--- src/rtl/gate_sweep_ctrl.sv ---
// ============================================================================
// gate_sweep_ctrl : manual forward / exhaustive sweep sequencer for gate network
// Revision 1.0 - initial release
// ============================================================================
`default_nettype none

module gate_sweep_ctrl #(
  parameter int VEC_W      = 8,
  parameter int SETTLE_CYC = 2
) (
  input  logic             clk,
  input  logic             rst_n,
  input  logic             ena,
  input  logic             mode,
  input  logic             start,
  input  logic [VEC_W-1:0] man_vec,
  input  logic [1:0]       dp_res,
  output logic [VEC_W-1:0] dp_vec,
  output logic             busy,
  output logic             done,
  output logic [VEC_W:0]   ones_cnt,
  output logic [7:0]       sig
);

  localparam int DW = (SETTLE_CYC > 0) ? $clog2(SETTLE_CYC + 1) : 1;
  localparam logic [DW-1:0] C_DWELL_LAST = DW'(SETTLE_CYC);

  localparam logic [1:0] S_IDLE = 2'd0;
  localparam logic [1:0] S_RUN  = 2'd1;
  localparam logic [1:0] S_DONE = 2'd2;

  logic [1:0]    r_state;
  logic [DW-1:0] r_dwell;

  logic [VEC_W:0] w_ones_next;
  logic [7:0]     w_sig_next;
  logic           w_last_vec;

  assign w_ones_next = ones_cnt + (VEC_W+1)'(dp_res[0]);
  assign w_sig_next  = {sig[6:0], sig[7]} ^ {6'b0, dp_res};
  assign w_last_vec  = (dp_vec == {VEC_W{1'b1}});

  always_ff @(posedge clk or negedge rst_n) begin
    if (!rst_n) begin
      r_state  <= S_IDLE;
      r_dwell  <= '0;
      dp_vec   <= '0;
      busy     <= 1'b0;
      done     <= 1'b0;
      ones_cnt <= '0;
      sig      <= '0;
    end else if (ena) begin
      case (r_state)
        S_IDLE, S_DONE: begin
          if (!mode) begin
            // Leaving DONE keeps the results visible; only the done flag drops.
            r_state <= S_IDLE;
            done    <= 1'b0;
            dp_vec  <= man_vec;
          end else if (start) begin
            r_state  <= S_RUN;
            r_dwell  <= '0;
            dp_vec   <= '0;
            ones_cnt <= '0;
            sig      <= '0;
            busy     <= 1'b1;
            done     <= 1'b0;
          end
        end

        S_RUN: begin
          if (!mode) begin
            r_state  <= S_IDLE;
            r_dwell  <= '0;
            busy     <= 1'b0;
            done     <= 1'b0;
            ones_cnt <= '0;
            sig      <= '0;
            dp_vec   <= man_vec;
          end else if (r_dwell != C_DWELL_LAST) begin
            r_dwell <= r_dwell + DW'(1);
          end else begin
            // Sample cycle: the vector has settled for SETTLE_CYC cycles.
            ones_cnt <= w_ones_next;
            sig      <= w_sig_next;
            r_dwell  <= '0;
            if (w_last_vec) begin
              r_state <= S_DONE;
              busy    <= 1'b0;
              done    <= 1'b1;
            end else begin
              dp_vec <= dp_vec + VEC_W'(1);
            end
          end
        end

        default: begin
          r_state <= S_IDLE;
          busy    <= 1'b0;
          done    <= 1'b0;
        end
      endcase
    end
  end

endmodule

`default_nettype wire

--- config.mk ---
export PLATFORM = sky130hd
export DESIGN_NAME = gate_sweep_ctrl
export DESIGN_NICKNAME = d
export VERILOG_FILES = /design/src/rtl/gate_sweep_ctrl.sv
export SDC_FILE = /design/constraint.sdc
export NUM_CORES = 1
export LEC_CHECK = 0
export ABC_AREA = 1
export ABC_CLOCK_PERIOD_IN_PS = 1630
export CAP_MARGIN = 20
export CORE_ASPECT_RATIO = 0.8
export CORE_MARGIN = 2
export CORE_UTILIZATION = 50
export DETAILED_ROUTE_END_ITERATION = 10
export HOLD_SLACK_MARGIN = 0.05
export MAX_ROUTING_LAYER = met4
export PLACE_DENSITY = 0.8
export SETUP_SLACK_MARGIN = 0.2
export SLEW_MARGIN = 20
export SYNTH_ARGS = -nofsm -noshare
export SYNTH_HDL_FRONTEND = slang
export SYNTH_SLANG_ARGS = --single-unit
--- constraint.sdc ---
create_clock -name clk -period 1.63 [get_ports clk]
set_input_delay 0.326 -clock clk [delete_from_list [all_inputs] [get_ports clk]]
set_output_delay 0.326 -clock clk [all_outputs]
set_load 0.02 [all_outputs]
==> flow_metrics.tcl <==
set metrics [dict create \
    outcome "finished, final reports clean" \
    place_congestion 0.8165 \
    final_cell_mix "nand2_1, dfrtp_1, dlygate4sd2_1" \
    worstPathRequired_ns 1.30 \
    regToRegStartpoint "r_state[1]" \
    cp_max_fo 5 \
    mostFrequentLayoutCell "nand2_1" \
    start_kind "flop" \
    vias_per_cell 5.092 \
    grt_use_total_pct 22.55 \
    path_buf_inv 1 \
    cp_slowest_stage_delay_ns 0.42 \
    end_kind "primary output" \
    max_freq_mhz 711.0 \
    num-nets-final 332 \
    p_per_area_nw_per_um2 1022 \
    coreArea_um2 3471 \
    cts_tree "yes" \
    min-delay-start "ena" \
    grt_max_degree 32 \
    fin_crit_ns 1.407 \
    min_period_over_period_pct 86.29 \
    dr_total_vias 1818 \
    die-area_um2 4161 \
    synth_seq_cells 31 \
    fin_skew_ns 0.008299 \
    synth_cell_types 26 \
    grt_pass1_wl_um 7079 \
    cts_buffer_depth 2 \
    synth_area_leaders "dfrtp_1, nand2_1, nand3_1" \
    rows 19 \
    dp_hpwl_um 2964 \
    synth_top_area_share_pct 42.41 \
    worstMarginPinSlew_ns 0.4066 \
    grt_pass1_vias 1633 \
    p_leak_nw 1.333 \
    cts_htree_levels 2 \
    clkTransAtPathRegs_ns 0.07 \
    routedWlPerCell_um 12.55 \
    syn-cell-area_um2 1829 \
    cp.arrival_ns 1.08 \
    grt-busiest-layer "met2" \
    worstHoldPathType "input port to flop" \
    startpoint "ones_cnt[4]" \
    crit_type "flop to primary output" \
    clock-sinks 31 \
    dieHeight_um 58.10 \
    start_util_pct 52.70 \
    routed_wl_um 4482 \
    crit_family "flip-flops" \
    syn_to_final_growth_pct 40.15 \
    cp_cell_sequence "dlygate4sd2_1" \
    yosysWarnings 0 \
    postLayoutCoreUtil_pct 73.86 \
    synthCells 246 \
    cts_buffers 5 \
    report.final.slew_viol_count 0 \
    max_cap_violations 0 \
    final_antenna_net_count 0 \
    peakVddDrop_v 0.0006117 \
    io_buffers 41 \
    die_width_um 71.63 \
    clkLatencyLatePin_ns 0.30 \
    hold_viol_final 0 \
    yosysTopAreaCell "dfrtp_1" \
    instances_no_fill 357 \
    grt.overflow.total 0 \
    drc_errors 0 \
    cp_slowest_cell "dfrtp_1" \
    slew_headroom_pct 72.89 \
    cts-root-buf "clkbuf_8" \
    met1_usage_pct 29.54 \
    syn_area_per_cell_um2 7.436 \
    met3_usage_pct 4.348 \
    dp.cells 340 \
    ctsHoldBuffers 0 \
    yosysSeqAreaShare_pct 42.41 \
    dr.first_iter.drc_count 82 \
    antenna_found_initial 0 \
    synth_nets 264 \
    layout-drive-gt1-share_pct 20.95 \
    met2_usage_pct 34.52 \
    antenna_cells 0 \
    setup_viol 0 \
    io_pins 42 \
    drt_pass1_iterations 4 \
    rsz0062_at_grt "true" \
]
==> area by class of cell <==
class	instances	area (um2)
clock inverters	3	15.01
fillers	273	907.1
repair buffers	65	578.1
flip-flops and latches	31	779.5
multi-input cells	183	962.2
inverters	28	107.6
well taps	42	52.55
clock buffers	5	68.82
==> path summary, 6_finish.rpt <==
kind	cells past startpoint	end	slack, ns
worst max-delay path	1	ones_cnt[4]	0.22
worst min-delay path	4	busy	0.40
worst max register to register	9	ones_cnt[8]	0.26
worst min register to register	2	done	0.48
max in group asynchronous	2	dp_vec[0]	0.89
min in group asynchronous	2	ones_cnt[2]	0.41
==> registers in the layout, summed over array words and instances (netlist names) <==
name / flops
busy: 1
done: 1
dp_vec: 8
ones_cnt: 9
r_dwell: 2
r_state: 2
sig: 8
==> metrics by stage <==
stage / power (W) / TNS [ns] / hold WS, ns / area [um2] / worst slack, ns
CTS: 0.002538 / 0 / 0.4437 / 2466 / 0.2217
detailed placement: 0.001969 / -3.647 / 0.4729 / 2375 / -0.2455
global route: 0.002786 / 0 / 0.4405 / 2564 / 0.1644
floorplan: 0.001562 / 0 / 0.03041 / 1837 / 0.2013
finish: 0.002620 / 0 / 0.3986 / 2564 / 0.2235
global placement: 0.001951 / -2.642 / 0.4589 / 2375 / -0.1829
==> routing by layer <==
metal,share of wire (%),routed length [um]
met5,0,0
met4,1.5,66
met3,6.3,281
met2,46,2042
met1,47,2091
==> logic make-up (layout without fill, tap and decap cells) <==
kind of cell / Yosys count / count (layout) / share of synthesized area (%)
AOI/OAI and AO/OA: 26 / 26 / 9.097
and+or+nand+nor: 148 / 149 / 35.71
adders and majority gates: 3 / 3 / 2.052
DFF: 31 / 31 / 42.41
xor gates and xnor gates: 5 / 5 / 2.394
buffers and inverters: 33 / 101 / 8.344
==> cells in the mapped netlist <==
| cell type | number |
|---|---|
| a21oi_1 | 1 |
| a22o_1 | 1 |
| buf_4 | 1 |
| buf_6 | 3 |
| clkbuf_1 | 1 |
| dfrtp_1 | 31 |
| ha_1 | 3 |
| inv_1 | 26 |
| inv_2 | 1 |
| inv_4 | 1 |
| nand2_1 | 91 |
| nand2_2 | 3 |
| nand2_4 | 2 |
| nand3_1 | 21 |
| nand3_2 | 1 |
| nand3_4 | 1 |
| nand4_1 | 3 |
| nor2_1 | 22 |
| nor2_2 | 1 |
| nor2_8 | 1 |
| nor3_1 | 2 |
| o21ai_0 | 19 |
| o21bai_1 | 1 |
| o31ai_2 | 4 |
| xnor2_1 | 3 |
| xor2_1 | 2 |
==> power by group <==
group | internal (W) | switching [W] | total, W
Combinational | 0.000410 | 0.000574 | 0.000984
Clock | 0.000292 | 0.000314 | 0.000606
Sequential | 0.000894 | 0.000136 | 0.00103
==> what timing repair did <==
action                                 CTS  global route
endpoints found under the hold margin    0             0
pin swaps                                2             6
setup endpoints to repair               48            24
setup buffers                            3             5
cloned                                   0             1
gates resized for setup                 33            24
Power figures use the tool's default switching activity.
